===== src/rtl/sp_rom_fetch.sv =====
`timescale 1ns/1ps
// sp_rom_fetch: burst-read controller for the 120 ns async sprite ROM, packs BURST words into one line
module sp_rom_fetch #(
  parameter int ADDR_W   = 17,
  parameter int BURST    = 4,
  parameter int WAIT_CYC = 4
) (
  input  logic                 clk,
  input  logic                 rst_n,
  input  logic                 req_valid,
  output logic                 req_ready,
  input  logic [ADDR_W-1:0]    req_addr,
  output logic [ADDR_W-1:0]    rom_addr,
  output logic                 rom_noe,
  input  logic [15:0]          rom_data,
  output logic                 line_valid,
  input  logic                 line_ready,
  output logic [16*BURST-1:0]  line_data,
  output logic                 busy
);
  localparam int CW = $clog2(WAIT_CYC + 1);
  localparam int IW = $clog2(BURST + 1);
  typedef enum logic [1:0] {IDLE, FETCH, HOLD} state_t;
  state_t          state;
  logic [CW-1:0]   cnt;
  logic [IW-1:0]   idx;
  assign req_ready = state == IDLE;
  assign busy      = state != IDLE;
  // each address is held WAIT_CYC clocks so the slow ROM settles before its word is captured
  always_ff @(posedge clk or negedge rst_n) begin
    if (!rst_n) begin
      state      <= IDLE;
      rom_addr   <= '0;
      rom_noe    <= 1'b1;
      line_valid <= 1'b0;
      line_data  <= '0;
      cnt        <= '0;
      idx        <= '0;
    end else begin
      case (state)
        IDLE: if (req_valid) begin
          rom_addr <= req_addr;
          rom_noe  <= 1'b0;
          cnt      <= '0;
          idx      <= '0;
          state    <= FETCH;
        end
        FETCH: if (cnt != CW'(WAIT_CYC - 1)) cnt <= cnt + 1'b1;
        else begin
          line_data[16*idx +: 16] <= rom_data;
          cnt <= '0;
          if (idx != IW'(BURST - 1)) begin
            idx      <= idx + 1'b1;
            rom_addr <= rom_addr + 1'b1;
          end else begin
            rom_noe    <= 1'b1;
            line_valid <= 1'b1;
            state      <= HOLD;
          end
        end
        HOLD: if (line_ready) begin
          line_valid <= 1'b0;
          state      <= IDLE;
        end
        default: state <= IDLE;
      endcase
    end
  end
endmodule


===== config.mk =====
export PLATFORM = sky130hd
export DESIGN_NAME = sp_rom_fetch
export DESIGN_NICKNAME = d
export VERILOG_FILES = /design/src/rtl/sp_rom_fetch.sv
export SDC_FILE = /design/constraint.sdc
export NUM_CORES = 1
export LEC_CHECK = 0
export BUFFER_PORTS_ARGS = -buffer_cell sky130_fd_sc_hd__buf_2
export CAP_MARGIN = 5
export CORE_MARGIN = 2
export CORE_UTILIZATION = 51
export DETAILED_ROUTE_END_ITERATION = 7
export GPL_ROUTABILITY_DRIVEN = 0
export PLACE_DENSITY = 0.82
export SETUP_SLACK_MARGIN = 0.05
export SLEW_MARGIN = 20
export SYNTH_ARGS = -nofsm -noshare
export SYNTH_HDL_FRONTEND = slang
export SYNTH_SLANG_ARGS = --single-unit
export TNS_END_PERCENT = 5

===== constraint.sdc =====
create_clock -name clk -period 2.5 [get_ports clk]
set_input_delay 0.75 -clock clk [delete_from_list [all_inputs] [get_ports clk]]
set_output_delay 0.75 -clock clk [all_outputs]
set_load 0.1 [all_outputs]

# After elaboration in Yosys (flattened, before gate mapping)
# Cells that the tools add are included.
[word_totals] regBits=91 output_inout_bits=85 input_bits=37
[op_classes] n_bitwise=1 n_shift=2 add_sub_neg=4 n_eq_ne=9 reduce_logical=10 muxes=22
[ops] op="$bwmux W64" count=1
[ops] op="$shift A16 B34 Y64 const A" count=1
[ops] op="$shiftx A16 B34 Y64" count=1
[ops] op="$mux W17" count=3
[ops] op="$neg A7 Y34" count=1
[ops] op="$pmux W17 S2" count=1
[ops] op="$add A17 B1 Y17 const B" count=1
[ops] op="$reduce_and A4 Y1" count=4
[ops] op="$mux W3" count=4
[ops] op="$pmux W3 S2" count=2
[ops] op="$ne A2 B2 Y1 const B" count=5
[ops] op="$mux W2" count=4
[ops] op="$add A3 B1 Y3 const B" count=2
[ops] op="$ne A3 B2 Y1 const B" count=2
[ops] op="$pmux W2 S3" count=1
[ops] op="$reduce_bool A2 Y1" count=3
[ops] op="$mux W1" count=4
[ops] op="$pmux W1 S2" count=2
[ops] op="$reduce_and A2 Y1" count=2
[ops] op="$eq A2 B1 Y1 const B" count=1
[ops] op="$eq A2 B2 Y1 const B" count=1
[ops] op="$logic_not A2 Y1" count=1
[ops] op="$not A1 Y1" count=1

# Logic depth before layout (Yosys ltp)
# Gate-level depths: netlist of run 1.
[logic_depth] ltp_word=4 depth_mapped=9 mapped_depth_nobuf=7

# Worst setup path after synthesis of run 1
# OpenSTA, ideal clock, no wires.
[synth_path] kind="register to output" start="register state[0]" end="output port busy" path_buffers=1 stages_incl_launch_ff=4 arrival_ps=2938 slack_ps=-1188 cell_sequence="dfrtp_1 > clkbuf_1 > nor2_1 > inv_1"
[synth_via] elab_chain_len=1
[synth_rtl] item="start, declared" line_no="24" text="state_t state;"
[synth_rtl] item="start signal, assigned" line_no="32" text="state <= IDLE;"
[synth_rtl] item="start signal, assigned" line_no="46" text="state <= FETCH;"
[synth_rtl] item="start signal, assigned" line_no="58" text="state <= HOLD;"
[synth_rtl] item="$reduce_bool A2 Y1" line_no="28" text="assign busy = state != IDLE;"
[synth_rtl] item="end, declared" line_no="19" text="output logic busy"
# Every way passes these cells.

# Worst setup path after layout of run 1
[layout_path] start="register state[1]" end="output port req_ready"
[layout_via] elab_chain_len=1
[layout_rtl] item="$logic_not A2 Y1" line_no="27" text="assign req_ready = state == IDLE;"
[layout_rtl] item="end, declared" line_no="11" text="output logic req_ready,"
# Every way passes these cells.

==> flow_summary.yaml, run 1 <==
outcome:
  outcome: "finished clean"
place:
  post-dp-hpwl_um: 6770
  dp.cells: 599
  io_buffer_count: 121
  dpl_worst_slack_ns: -0.0310
grt:
  globalRoute.busiestLayer: "met2"
  grt_pass1_wl_um: 15700
  grt_overflow_total: 0
  largest_net_degree_at_the_start_of_global_routing: 59
  grt_pass1_vias: 3251
  groute.layer.met3.usage_pct: 3.71
  grt_use_total_pct: 22.8
  grt.met1_usage_pct: 31.5
  antenna_found_initial: 0
  global_route_track_usage_on_met2_pct: 37.1
sta:
  timing.fmax_mhz: 425
  fin_ws_ns: 0.149
  grt_setup_unrepaired: "no"
  maxSlewViolCount: 0
  final_count_of_hold_timing_violations: 0
  finalSetupViolations: 0
  slew_headroom_pct: 66.4
  worst_setup_skew_after_layout_ns: 0.0112
  tns_ns: 0
  tightestPinTransition_ns: 0.508
  min_period_over_period_pct: 94.1
  period_minus_slack_ns: 2.35
final_layout:
  layout.nets: 553
  ratio_of_cells_with_drive_above_1_in_the_final_layout_pct: 38.1
  multi_input_area_um2: 1710
  syn_to_final_growth_pct: 24.7
  antenna-diode-count: 0
  finish.cell_count_without_fillers: 617
  fill_cells: 610
  ff_latch_area_um2: 2280
detailed_routing:
  routed_wire_length_per_instance_um: 15.8
  drt_first_iter_violations: 124
  drt_pre_antenna_iters: 5
  viasPerCell: 5.57
  drt-total-wl_um: 9750
  via_count: 3436
  drc: 0
  antenna_violating_nets_post_route: 0
setup_path:
  worst_ep_required_time_ns: 1.75
  critPathMaxStageDelay_ns: 0.47
  timing.setup.critical_path_class: "reg -> out"
  worst_ep_arrival_time_ns: 1.60
  endpoint_kind: "output port"
  setup.reg_to_reg.worst_slack_ns: 0.21
  critical_path.startpoint_type: "flop"
  slowest_stage: "dfrtp_1"
  critical_path_peak_fanout: 7
  cp_cell_sequence: "buf_4, nor2_4, buf_2"
  timing.reg2reg.worst_path_depth: 8
clock_tree:
  clock_tree.htree_level_count: 3
  tritoncts: "yes"
  clk_transition_reported_paths_ns: 0.10
  cts.hold.buffers_added: 0
  clock_sinks: 91
  cts_bufs_inserted: 9
  clockRootBuffer: "clkbuf_8"
  insertion_delay_ns: 0.36
  clockBufferDepth: 2
floorplan:
  die_height_um: 93.4
  area_of_the_core_um2: 7730
  fp.dieArea_um2: 8720
  rows: 32
  dieWidth_um: 93.4
  top_level_ports: 122
  floorplan.initialDensity_pct: 52.7
yosys:
  avgSynthCellArea_um2: 10.5
  async_reset_ff_share_pct: 100
  mappedNetlistArea_um2: 4070
  synth_net_count: 430
  synth-edff-count: 0
  synth_seq_cells: 91
  yosysWarnings: 0
  synthCells: 387
  seq_area_frac_synth_pct: 55.9
  synth.lib_cells_used.distinct: 44
  synth_flop_cell: "dfrtp_1"
min_path:
  hold_removal_path_class: "in -> async"
flow_run:
  max_cap_viols: 0
[flip-flops by register name, summed over array words and instances (netlist names)]
signal and count:
line_data 64, idx 3, rom_addr 17, cnt 3, line_valid 1, state 2
rom_noe 1
[metrics by stage]
step	utilization (%)	instance area, µm²	hold WS, ns
floorplan	-	4080	0.454
global placement	62.6	4830	0.455
detailed placement	62.6	4830	0.465
CTS	65.4	5050	0.343
global route	65.7	5080	0.357
finish	65.7	5080	0.330
[synth_stat cells (3+ instances only)]
cell type	n	share of area [%]
a2bb2oi_1	3	0.65
nand3_1	12	1.5
clkbuf_1	18	1.7
a21oi_1	24	2.9
o21ai_0	38	4.7
dfrtp_1	90	55
nor2_1	8	0.74
o22ai_1	5	0.77
nand4_1	4	0.61
nor2b_1	5	0.77
mux2_2	37	10
ha_1	6	1.8
nand2_1	75	6.9
and2_1	3	0.46
nor4b_1	4	0.86
o31ai_1	4	0.74
inv_1	7	0.65
buf_2	4	0.49
nand2b_1	7	1.1
[critical path, delay by kind of cell (launching register included)]
family / cells / cell delay, ns
buffers and inverters: 2 / 0.65
DFF: 1 / 0.47
and+or+nand+nor: 1 / 0.13
[cell families after synthesis]
kind of cell | Yosys count | share of synthesized area [%]
mux | 38 | 10.5
fa+ha+maj | 6 | 1.84
buf+inv | 29 | 2.79
simple gates | 133 | 15.9
compound gates | 90 | 13.0
flops | 91 | 55.9
[per-layer routing]
metal / wire [µm] / up-vias / part of all wire [%]
met5: 0 / - / 0
met4: 118 / 0 / 1.2
met3: 612 / 12 / 6.3
met2: 4870 / 130 / 50
met1: 4160 / 1674 / 43
li1: - / 1620 / -
[path summary, 6_finish.rpt]
path                                     startpoint                         to
hold / removal                                rst_n  line_data[34]$_DFFE_PN0P_
hold reg to reg            line_data[7]$_DFFE_PN0P_   line_data[7]$_DFFE_PN0P_
max in group asynchronous                     rst_n  line_data[44]$_DFFE_PN0P_
setup / recovery               state[1]$_DFFE_PN0P_                  req_ready
min in group clk           line_data[7]$_DFFE_PN0P_   line_data[7]$_DFFE_PN0P_
setup reg to reg                 idx[0]$_DFFE_PN0P_  line_data[30]$_DFFE_PN0P_
[layout by cell type (no fill, tap or decap), types with 5 or more instances in the layout]
| cell type | synthesis | routed |
|---|---|---|
| clkbuf_8 | 0 | 9 |
| nand2_1 | 75 | 75 |
| mux2_2 | 37 | 37 |
| buf_4 | 0 | 12 |
| nand2b_1 | 7 | 7 |
| o21ai_0 | 38 | 38 |
| inv_1 | 7 | 7 |
| nand3_1 | 12 | 12 |
| nor2_1 | 8 | 7 |
| o22ai_1 | 5 | 5 |
| dfrtp_1 | 90 | 89 |
| buf_2 | 4 | 120 |
| a21oi_1 | 24 | 24 |
| ha_1 | 6 | 6 |
[final cells by class]
type / instances / share of cell area (%)
Timing Repair Buffer: 134 / 14.4
Multi-Input combinational cell: 267 / 33.6
Clock inverter: 7 / 1.63
Tap cell: 102 / 2.51
Clock buffer: 9 / 2.44
Sequential cell: 91 / 44.9
Inverter: 7 / 0.517
[repair_timing]
item / CTS / global route
pin swaps: 0 / 1
resized for setup: 1 / 0
setup buffers: 0 / 2
setup endpoints to repair: 16 / 16
Power of run 1 is left out: the tool's default activity adds up to more than one toggle a clock period on the data nets, which glitch-free logic cannot reach.
==> run 2, diff against run 1 <==
Settings changed: PLACE_DENSITY 0.82 to not set, PLACE_DENSITY_LB_ADDON set to 0.25, RECOVER_POWER set to 50.
==> run 2 against run 1 <==
Compared with the run above:
- final area shrank 1.5%
- critical path depth shrank 1
- hold slack gained 0.16 ns
- global-route usage grew 0.27 points
- first-iteration DRC count grew 15%
==> flow_summary.yaml, run 2 (synthesized netlist as in run 1, its figures left out) <==
outcome:
  outcome: "finished clean"
setup_path:
  endpoint_kind: "output port"
  cpLargestDelayFamily: "flip-flops"
  cp_cell_sequence: "nor2_4, buf_2"
  slowest_stage: "dfrtp_1"
  worst_ep_required_time_ns: 1.75
  critical_path_peak_fanout: 14
  critPathMaxStageDelay_ns: 0.54
  worst_ep_arrival_time_ns: 1.57
  critical_path.n_buffers_inverters: 1
  critical_path.startpoint_type: "flop"
  timing.setup.critical_path_class: "reg -> out"
sta:
  worst_setup_skew_after_layout_ns: 0.00792
  maxSlewViolCount: 0
  min_period_over_period_pct: 92.7
  fin_ws_ns: 0.184
  tightestPinTransition_ns: 1.02
  grt_setup_unrepaired: "yes"
  finalSetupViolations: 0
  timing.fmax_mhz: 432
  period_minus_slack_ns: 2.32
  tns_ns: 0
  holdWs_ns: 0.486
  slew_headroom_pct: 32.0
  final_count_of_hold_timing_violations: 0
detailed_routing:
  route.top_layer_used: "met4"
  viasPerCell: 5.51
  met2RoutedLength_um: 4710
  drt_pre_antenna_iters: 4
  drc: 0
  drt-total-wl_um: 9580
  drt-met1-wl_um: 4180
  drt_first_iter_violations: 143
  antenna_violating_nets_post_route: 0
  met3WireLength_um: 536
  via_count: 3390
  routed_wire_length_per_instance_um: 15.6
floorplan:
  area_of_the_core_um2: 7730
  rows: 32
  dieWidth_um: 93.4
  fp.dieArea_um2: 8720
  floorplan.initialDensity_pct: 52.7
  top_level_ports: 122
  die_height_um: 93.4
clock_tree:
  insertion_delay_ns: 0.35
  cts.hold.buffers_added: 0
  clockRootBuffer: "clkbuf_8"
  clockBufferDepth: 2
  clock_tree.htree_level_count: 3
  post-cts-setup-buffers: 0
  cts_bufs_inserted: 9
  tritoncts: "yes"
  clock_sinks: 91
  clk_transition_reported_paths_ns: 0.09
final_layout:
  layout_commonest_cell: "dfrtp_1"
  syn_to_final_growth_pct: 22.8
  final_cell_mix: "dfrtp_1 (89), buf_2 (87), nand2_1 (75), o21ai_0 (38), mux2_2 (37)"
  antenna-diode-count: 0
  layout.nets: 552
  fill_cells: 620
  largest_register_ff_count: 64
  ff_latch_area_um2: 2280
  multi_input_area_um2: 1710
  reg.largest.list: "line_data (64), rom_addr (17)"
  registers.top_by_ff_count: "line_data"
  ratio_of_cells_with_drive_above_1_in_the_final_layout_pct: 37.6
flow_run:
  max_cap_viols: 0
grt:
  grt_pass1_wl_um: 15600
  grt_overflow_total: 0
  antenna_found_initial: 0
  grt_pass1_vias: 3240
  largest_net_degree_at_the_start_of_global_routing: 39
  grt_use_total_pct: 23.0
place:
  io_buffer_count: 121
  dpl_worst_slack_ns: -0.0000653
  post-dp-hpwl_um: 6960
min_path:
  hold_removal_path_class: "reg -> reg"
[run 2: cell count changes in the layout (fill, tap and decap cells not counted), moves of 2 or more]
cell	delta
inv_8	-2
clkbuf_2	+35
buf_12	-2
buf_4	-2
buf_2	-33
[run 2: worst paths after layout]
path | from | endpoint | slack, ns | cells past startpoint
max reg2reg | idx[0]$_DFFE_PN0P_ | line_data[32]$_DFFE_PN0P_ | 0.19 | 7
min reg2reg | line_data[4]$_DFFE_PN0P_ | line_data[4]$_DFFE_PN0P_ | 0.49 | 2
max | state[0]$_DFFE_PN0P_ | req_ready | 0.18 | 2
max in group asynchronous | rst_n | line_data[7]$_DFFE_PN0P_ | 0.54 | 2
min | line_data[4]$_DFFE_PN0P_ | line_data[4]$_DFFE_PN0P_ | 0.49 | 2
min in group asynchronous | rst_n | line_data[30]$_DFFE_PN0P_ | 0.53 | 1
[run 2: worst register-to-register path, stage by stage, from the launching register on]
cell and delay (ns):
dfrtp_1 0.40, inv_1 0.12, ha_1 0.22, ha_1 0.28
nor2b_1 0.17, and2_1 0.24, o2111ai_4 0.37, mux2_2 0.41
[run 2: final cells by class]
cell class | count | area share, %
multi-input cells | 267 | 34.3
well taps | 102 | 2.55
clock buffers | 9 | 2.48
clock inverters | 6 | 0.850
inverters | 7 | 0.525
flip-flops and latches | 91 | 45.6
repair buffers | 133 | 13.8
[run 2: repair_timing]
| action | in CTS | in global routing |
|---|---|---|
| pin swaps | 0 | 0 |
| endpoints found under the setup margin | 16 | 12 |
| gates resized for setup | 1 | 1 |
[run 2: per-stage QoR]
step	util [%]	instances	area (µm²)
finish	64.8	615	5000
CTS	65.0	615	5020
floorplan	-	387	4080
global route	64.8	615	5000
global placement	62.7	600	4840
detailed placement	62.7	600	4840
[run 2: per-layer routing]
metal	global-route usage (%)	up-vias
li1	-	1612
met1	30.9	1658
met2	38.1	107
met3	3.46	13
met4	8.58	0
met5	0	-
Power of run 2 is left out for the same reason.
